==> config.mk <==
export PLATFORM = sky130hd
export DESIGN_NAME = mc8051_int_ctrl
export DESIGN_NICKNAME = d
export VERILOG_FILES = /design/src/rtl/mc8051_int_ctrl.sv
export SDC_FILE = /design/constraint.sdc
export NUM_CORES = 1
export LEC_CHECK = 0
export ABC_AREA = 1
export CAP_MARGIN = 30
export CORE_MARGIN = 2
export CORE_UTILIZATION = 61
export CTS_CLUSTER_DIAMETER = 60
export DETAILED_ROUTE_END_ITERATION = 6
export DONT_BUFFER_PORTS = 1
export PLACE_DENSITY = 0.77
export SLEW_MARGIN = 0
export SYNTH_ARGS = -nofsm -noshare
export SYNTH_HDL_FRONTEND = slang
export SYNTH_SLANG_ARGS = --single-unit
==> constraint.sdc <==
create_clock -name clk -period 1.8 [get_ports clk]
set_input_delay 0.18 -clock clk [delete_from_list [all_inputs] [get_ports clk]]
set_output_delay 0.18 -clock clk [all_outputs]
set_load 0.1 [all_outputs]
==> src/rtl/mc8051_int_ctrl.sv <==
// -----------------------------------------------------------------------------
// mc8051_int_ctrl
//
// Interrupt controller for an 8051-style core. Rising edges on the request
// lines set per-source pending flags. The highest-priority eligible pending
// source is selected and presented to the core with an active-low request.
// The core completes a three-state handshake (IDLE -> REQ -> HOLD) by
// acknowledging. Two in-service bits track which priority levels are
// currently being serviced. Each RETI from the core retires the innermost
// active level.
//
// Ports
//   clk           : single clock, rising edge
//   reset_n       : synchronous active-low reset
//   i_src_req     : per-source request level, a rising edge is an event
//   i_ea          : global interrupt enable
//   i_ie          : per-source enable
//   i_ip          : per-source priority (1 = high, 0 = low)
//   o_int_req_n   : registered interrupt request to the core, active-low
//   o_int_so_num  : registered source index of the current request
//   i_int_ack_n   : core acknowledge, active-low
//   i_int_reti    : one-cycle pulse when the core executes RETI
//   o_pend        : pending flags (SFR readback)
//   o_in_service  : bit1 = high level in service, bit0 = low level in service
// -----------------------------------------------------------------------------
module mc8051_int_ctrl #(
  parameter int N_SRC = 5
) (
  input  logic             clk,
  input  logic             reset_n,
  input  logic [N_SRC-1:0] i_src_req,
  input  logic             i_ea,
  input  logic [N_SRC-1:0] i_ie,
  input  logic [N_SRC-1:0] i_ip,
  output logic             o_int_req_n,
  output logic [7:0]       o_int_so_num,
  input  logic             i_int_ack_n,
  input  logic             i_int_reti,
  output logic [N_SRC-1:0] o_pend,
  output logic [1:0]       o_in_service
);

  localparam int IDX_W = (N_SRC > 1) ? $clog2(N_SRC) : 1;

  typedef enum logic [1:0] {
    ST_IDLE,
    ST_REQ,
    ST_HOLD
  } state_t;

  state_t             state_q, state_d;
  logic [N_SRC-1:0]   src_d;
  logic [N_SRC-1:0]   pend_q, pend_d;
  logic [1:0]         in_service_q, in_service_d;
  logic [IDX_W-1:0]   sel_idx_q, sel_idx_d;
  logic               sel_lvl_q, sel_lvl_d;
  logic               req_n_q, req_n_d;
  logic [7:0]         so_num_q, so_num_d;

  logic [N_SRC-1:0]   src_rise;
  logic [N_SRC-1:0]   eligible;
  logic [N_SRC-1:0]   eligible_hi;
  logic [N_SRC-1:0]   sel_mask;
  logic               any_eligible;
  logic               any_hi;
  logic [IDX_W-1:0]   win_idx;
  logic               sel_pend;
  logic               sel_ie;
  logic               ack;
  logic               ack_take;
  logic               withdraw;
  logic [1:0]         is_set;
  logic [1:0]         is_clr;

  assign src_rise = i_src_req & ~src_d;
  assign ack      = ~i_int_ack_n;

  // Eligibility and fixed-priority winner: high level first, lowest index
  // within the level. The loop runs from the top down so the last hit is the
  // lowest index.
  always_comb begin
    // NOTE: every variable driven here gets a default first, so no path
    // through the block leaves it unassigned and no latch is inferred.
    eligible    = '0;
    win_idx     = '0;
    for (int i = 0; i < N_SRC; i++) begin
      if (i_ip[i]) eligible[i] = pend_q[i] & i_ie[i] & i_ea & ~in_service_q[1];
      else         eligible[i] = pend_q[i] & i_ie[i] & i_ea & ~in_service_q[1]
                                 & ~in_service_q[0];
    end
    eligible_hi  = eligible & i_ip;
    any_eligible = |eligible;
    any_hi       = |eligible_hi;
    for (int i = N_SRC - 1; i >= 0; i--) begin
      if (any_hi ? eligible_hi[i] : eligible[i]) win_idx = IDX_W'(i);
    end
  end

  // One-hot view of the latched selection, used to look up and clear its
  // pend bit and to check its enable without a variable-width index.
  always_comb begin
    sel_mask = '0;
    for (int i = 0; i < N_SRC; i++) begin
      sel_mask[i] = (IDX_W'(i) == sel_idx_q);
    end
  end

  assign sel_pend = |(pend_q & sel_mask);
  assign sel_ie   = |(i_ie & sel_mask);
  assign withdraw = ~i_ea | ~sel_ie | ~sel_pend;

  // Next-state and registered-output logic.
  always_comb begin
    state_d   = state_q;
    sel_idx_d = sel_idx_q;
    sel_lvl_d = sel_lvl_q;
    so_num_d  = so_num_q;
    req_n_d   = 1'b1;
    ack_take  = 1'b0;
    case (state_q)
      ST_IDLE: begin
        // An ack seen here is spurious and deliberately ignored.
        if (any_eligible) begin
          state_d   = ST_REQ;
          sel_idx_d = win_idx;
          sel_lvl_d = any_hi;
        end
      end
      ST_REQ: begin
        so_num_d = 8'(sel_idx_q);
        // Ack takes precedence over a simultaneous withdraw condition.
        if (ack) begin
          ack_take = 1'b1;
          state_d  = ST_HOLD;
        end else if (withdraw) begin
          state_d  = ST_IDLE;
        end else begin
          req_n_d  = 1'b0;
        end
      end
      ST_HOLD: begin
        if (!ack) state_d = ST_IDLE;
      end
      default: state_d = ST_IDLE;
    endcase
  end

  // Pend: a new rising edge beats the ack clear of the same bit.
  assign pend_d = (pend_q & ~(ack_take ? sel_mask : '0)) | src_rise;

  // In-service: RETI retires the innermost registered level. The ack's set is
  // applied last so it survives a coincident RETI on the same bit.
  assign is_clr       = !i_int_reti       ? 2'b00 :
                        in_service_q[1]   ? 2'b10 :
                        in_service_q[0]   ? 2'b01 : 2'b00;
  assign is_set       = !ack_take ? 2'b00 : (sel_lvl_q ? 2'b10 : 2'b01);
  assign in_service_d = (in_service_q & ~is_clr) | is_set;

  always_ff @(posedge clk) begin
    // NOTE: sequential state uses non-blocking assignments so every register
    // samples the pre-edge values, independent of statement order.
    if (!reset_n) begin
      state_q      <= ST_IDLE;
      src_d        <= '0;
      pend_q       <= '0;
      in_service_q <= 2'b00;
      sel_idx_q    <= '0;
      sel_lvl_q    <= 1'b0;
      req_n_q      <= 1'b1;
      so_num_q     <= 8'h00;
    end else begin
      state_q      <= state_d;
      src_d        <= i_src_req;
      pend_q       <= pend_d;
      in_service_q <= in_service_d;
      sel_idx_q    <= sel_idx_d;
      sel_lvl_q    <= sel_lvl_d;
      req_n_q      <= req_n_d;
      so_num_q     <= so_num_d;
    end
  end

  assign o_int_req_n  = req_n_q;
  assign o_int_so_num = so_num_q;
  assign o_pend       = pend_q;
  assign o_in_service = in_service_q;

endmodule

# After elaboration in Yosys (flattened, before gate mapping)
# Index checks and enable logic that the tools add are counted.
# classes
div_mod_pow	0
n_reduce_logical	9
magnitude_cmp	0
bitwise_logic	38
addsub	0
n_shift	0
multipliers	0
mux	29
eq_ne	9
# ops
op	count
AND 5 bit	5
AND 1 bit	20
OR reduction 5 bit	4
two-way mux 2 bit	8
two-way mux 3 bit	5
two-way mux 1 bit	14
NOT 5 bit	2
equality test 2 x 3 -> 1 bit (first input constant)	2
case mux 2 bit (3 select lines)	1
AND reduction 3 bit	2
two-way mux 5 bit	1
NOT 1 bit	5
OR 5 bit	1
inequality test 2 bit (second input constant)	2
equality test 1 x 3 -> 1 bit (first input constant)	1
equality test 3 bit (first input constant)	1
zero test 3 bit	1
inequality test 3 bit (second input constant)	1
AND 2 bit	1
equality test 2 x 1 -> 1 bit (second input constant)	1
equality test 2 bit (second input constant)	1
zero test 2 bit	1
NOT 2 bit	1
OR 1 bit	2
other kinds (2)	2
# word_totals
ram_bits	0
n_memories	0
regBits	22
inputBits	20
elab_cells	93
latch_bits	0
out_inout_bits	16
rom_bits	0

# Logic depth before layout (Yosys ltp)
# logic_depth
word_depth	13
ltp_mapped	12
ltp_nobuf	12

# Worst setup path before layout
# Ideal clock, no wire load.
# synth_path
kind	reg2reg
from	register in_service_q[1], in the netlist o_in_service[1]
to	register sel_idx_q[0]
t_required_ns	1.728
t_arrival_ns	1.945
path_buffers	0
setup_time_ns	0.072
slack_ns	-0.216
synth_period_minus_slack_ns	2.016
path_stages_with_launch	11
path_cell_list	dfxtp_1 nor2_4 nand3_2 nand2_2 nor2_4 nand2_1 o21ai_2 inv_1 nand2_1 nand2_1 a21oi_1
# synth_via
elab_chain_cells	11
word_cells_on_any_way	28
classes_between	13 x mux; 12 x bitwise; 3 x reduce/logical
# synth_lines
item	line_no	source
from (decl)	54	logic [1:0] in_service_q, in_service_d;
from (signal assigned)	175	in_service_q <= in_service_d;
NOT 1 bit (*)	87, 88	
AND 1 bit	87, 88	
AND 1 bit	89	& ~in_service_q[0];
two-way mux 1 bit	87	if (i_ip[i]) eligible[i] = pend_q[i] & i_ie[i] & i_ea & ~in_service_q[1];
AND 5 bit	91	eligible_hi = eligible & i_ip;
OR reduction 5 bit	93	any_hi = |eligible_hi;
two-way mux 1 bit	95	if (any_hi ? eligible_hi[i] : eligible[i]) win_idx = IDX_W'(i);
two-way mux 3 bit (4 in series)	95	
to (signal assigned)	176	sel_idx_q <= sel_idx_d;
to (decl)	55	logic [IDX_W-1:0] sel_idx_q, sel_idx_d;
# Mark *: on every way between the ends. The rest lies on a longest branch, timed or not.
# A chain may end at the register's enable or synchronous reset.

# Worst setup path after layout
# layout_path
from	register sel_idx_q[1]
to	register state_q[0]
# layout_via
elab_chain_cells	8
word_cells_on_any_way	15
classes_between	5 x eq/ne; 6 x bitwise; 4 x reduce/logical
# layout_lines
item	line_no	source
equality test 1 x 3 -> 1 bit, or another cell as far along	104	sel_mask[i] = (IDX_W'(i) == sel_idx_q);
AND 5 bit	109	assign sel_ie = |(i_ie & sel_mask);
OR reduction 5 bit	109	
NOT 1 bit	110	assign withdraw = ~i_ea | ~sel_ie | ~sel_pend;
OR 1 bit	110	
OR 1 bit (*)	110	
inequality test 3 bit (no source line) (*)	--	
AND reduction 3 bit (no source line) (*)	--	
to (signal assigned)	172	state_q <= state_d;
to (decl)	51	state_t state_q, state_d;
# Marked as above.

==> results.json <==
{
  "p_int_mw": 0.746,
  "syn-cell-area_sq_mm": 0.00117,
  "drv_cap": 0,
  "clk_latency_ns": 0.31,
  "fp.dieH_um": 47.8,
  "hold_violations": 0,
  "drt_first_iter_violations": 27,
  "final_core_util": 0.783,
  "p_comb_frac": 0.336,
  "power_switching_share": 0.398,
  "p_clk_frac": 0.219,
  "viasPerCell": 5.25,
  "power.leakage_nw": 0.686,
  "max_freq_mhz": 625,
  "cts_resized": 0,
  "instances_no_fill": 221,
  "cts_sinks": 22,
  "cp_common_cell": "nand2_1",
  "netlist-cell-type-count": 24,
  "crit_chain": "inv_1, nor3_1, nand2_1, nand2_1, nor2_1, nand2_1, nand3_1, nor2_1, nand2_1, a21oi_1",
  "dp_hpwl_mm": 2.11,
  "tritoncts": "done",
  "required_ns": 2.04,
  "path_delay_family": "simple AND/OR/NAND/NOR gates",
  "seq_area_sq_um": 449,
  "worstSetupPathType": "flip-flop to flip-flop",
  "clk_path_buf_depth": 2,
  "post-route-min-period_ns": 1.60,
  "grt_antenna_before_repair": 0,
  "status": "completed",
  "ys_ff_latch": 22,
  "drive_above_1_share": 0.189,
  "cts_made_buffers": 3,
  "fillers": 148,
  "grt_setup_unrepaired": "false",
  "grt_pass1_vias": 1094,
  "grt_usage": 0.275,
  "die_w_um": 47.8,
  "final_nets": 217,
  "seqPwrFrac": 0.445,
  "critPathCaptureType": "flip-flop",
  "drt_first_pass_iters": 4,
  "dp.cells": 210,
  "root_buffer": "clkbuf_4",
  "fin_tns_setup_ns": 0,
  "clock-skew-final_ns": 0.00101,
  "critPathSlowestCell": "dfxtp_1",
  "p_per_area_mw_per_mm2": 898,
  "pin_count": 36,
  "num_vias": 1160,
  "port_buffers": 0,
  "cp.arrival_ns": 1.84,
  "drt-total-wl_mm": 2.85,
  "gp_congestion": 0.881,
  "yosysWarnings": 0,
  "hold_class": "input port to flip-flop",
  "grt_max_degree": 13,
  "clk_pin_slew_ns": 0.12,
  "slowest_delay_ns": 0.39,
  "grt_first_pass_wirelength_mm": 4.40,
  "drv_slew": 0,
  "switchingPower_mw": 0.493,
  "overflow": 0,
  "dpl-instance-area_sq_mm": 0.00127,
  "multi_input_area_sq_um": 584,
  "syn_inst": 175,
  "diodes": 0,
  "setup_viol": 0,
  "start_util": 0.664,
  "areaGrowthSynthToFinish_pct": 17.9,
  "ir_worst_vdd_uv": 723,
  "design_area_sq_mm": 0.00138,
  "layout_worst_path_cycle_share": 0.889,
  "cts.htree.levels": 1,
  "rows": 15,
  "path_max_fanout": 6,
  "seq_area_frac_synth": 0.376,
  "drt-wirelength-per-cell_um": 12.9,
  "critPathLaunchType": "flip-flop",
  "ant_nets": 0,
  "drc": 0,
  "core-area_sq_mm": 0.00176,
  "cp.buffers_inverters": 1,
  "die_area_sq_mm": 0.00229,
  "syn_area_per_cell_sq_um": 6.69
}
==> cell usage in the layout, fill, tap and decap left out <==
cell	netlist	layout
nand2_2	3	3
clkinv_1	1	1
nor2_1	8	8
buf_4	5	12
nand3_2	2	2
clkbuf_4	0	3
nor2_2	2	2
inv_2	1	1
nand2_1	44	44
nand4_1	3	3
o22ai_1	3	3
conb_1	1	5
o21bai_1	1	1
nor3_2	2	2
nor3_1	2	2
nand4_2	1	1
o21ai_0	9	9
dlygate4sd3_1	0	7
nor2_4	2	2
o21ai_1	2	2
a21oi_1	11	11
inv_1	30	30
o21ai_2	1	1
dfxtp_2	0	7
clkbuf_8	0	1
dfxtp_1	22	15
nand3_1	18	18
==> timing repair <==
item                                   in CTS  in global routing
hold buffers                                6                  1
setup buffers                               0                  0
endpoints found under the hold margin       8                  1
==> cell usage after synthesis <==
master,number,area (sq um)
nor3_2,2,20.0
o21bai_1,1,7.51
nor2_1,8,30.0
nand2_1,44,165
o21ai_0,9,45.0
nand3_1,18,90.1
nand4_2,1,12.5
conb_1,1,3.75
nand4_1,3,18.8
nor2_4,2,22.5
nor3_1,2,10.0
clkbuf_1,1,3.75
o21ai_1,2,10.0
dfxtp_1,22,440
inv_1,30,113
o21ai_2,1,8.76
buf_4,5,37.5
o22ai_1,3,18.8
nand2_2,3,18.8
inv_2,1,3.75
a21oi_1,11,55.1
nor2_2,2,12.5
clkinv_1,1,3.75
nand3_2,2,20.0
==> kinds of logic (layout without fill, tap and decap cells) <==
logic type	Yosys count	in the layout	synth area share
simple gates	87	87	0.359
other cells	1	5	0.00320
compound gates	27	27	0.124
buf+inv	38	55	0.138
flops	22	22	0.376
==> final cells by class <==
type | count | area share
inverters | 32 | 0.0870
flip-flops and latches | 22 | 0.325
clock buffers | 4 | 0.0263
multi-input cells | 119 | 0.423
well taps | 25 | 0.0226
repair buffers | 19 | 0.116
==> per-stage QoR <==
step,total power [mW],setup slack (ns),hold slack [ns]
2_1_floorplan,0.900,0.145,0.287
3_3_place_gp,0.951,0.360,0.287
3_5_place_dp,0.960,0.273,0.285
4_1_cts,1.24,0.237,0.00183
5_1_grt,1.29,0.0632,0.00579
6_report,1.24,0.200,0.000523
==> power by group through the flow <==
| stage | Combinational (mW) | Sequential [mW] | Clock, mW |
|---|---|---|---|
| global route | 0.444 | 0.556 | 0.292 |
| CTS | 0.411 | 0.551 | 0.275 |
| global placement | 0.390 | 0.561 | 0 |
| floorplan | 0.191 | 0.709 | 0 |
| detailed placement | 0.397 | 0.563 | 0 |
| finish | 0.417 | 0.552 | 0.271 |
==> registers in the layout, indices dropped and copies added (netlist names) <==
| name | flops |
|---|---|
| o_in_service | 2 |
| o_int_req_n | 1 |
| o_int_so_num | 3 |
| o_pend | 5 |
| sel_idx_q | 3 |
| sel_lvl_q | 1 |
| src_d | 5 |
| state_q | 2 |
==> worst register-to-register path, stage by stage, from the launching register on <==
cell and delay [ns]:
dfxtp_1 0.39, inv_1 0.14, nor3_1 0.31, nand2_1 0.10
nand2_1 0.08, nor2_1 0.04, nand2_1 0.05, nand3_1 0.07
nor2_1 0.13, nand2_1 0.07, a21oi_1 0.15
==> routing by layer <==
metal  vias up  routed length [um]  global-route usage
li1        588                   -                   -
met1       523                1170               0.304
met2        41                1420               0.480
met3         8                 197              0.0830
met4         0                  53               0.130
met5         -                   0                   0
==> path summary, 6_finish.rpt <==
kind | endpoint | from | slack (ns) | cells after the start
worst max-delay path | state_q[0]$_SDFFE_PN0P_ | sel_idx_q[1]$_SDFFE_PN0P_ | 0.20 | 10
worst min-delay path | o_int_so_num[1]$_SDFFE_PN0P_ | reset_n | 0.0005 | 2
worst max register to register | state_q[0]$_SDFFE_PN0P_ | sel_idx_q[1]$_SDFFE_PN0P_ | 0.20 | 10
worst min register to register | o_pend[2]$_SDFF_PN0_ | src_d[2]$_SDFF_PN0_ | 0.44 | 1
No activity file was read; power rests on OpenSTA's default activity.
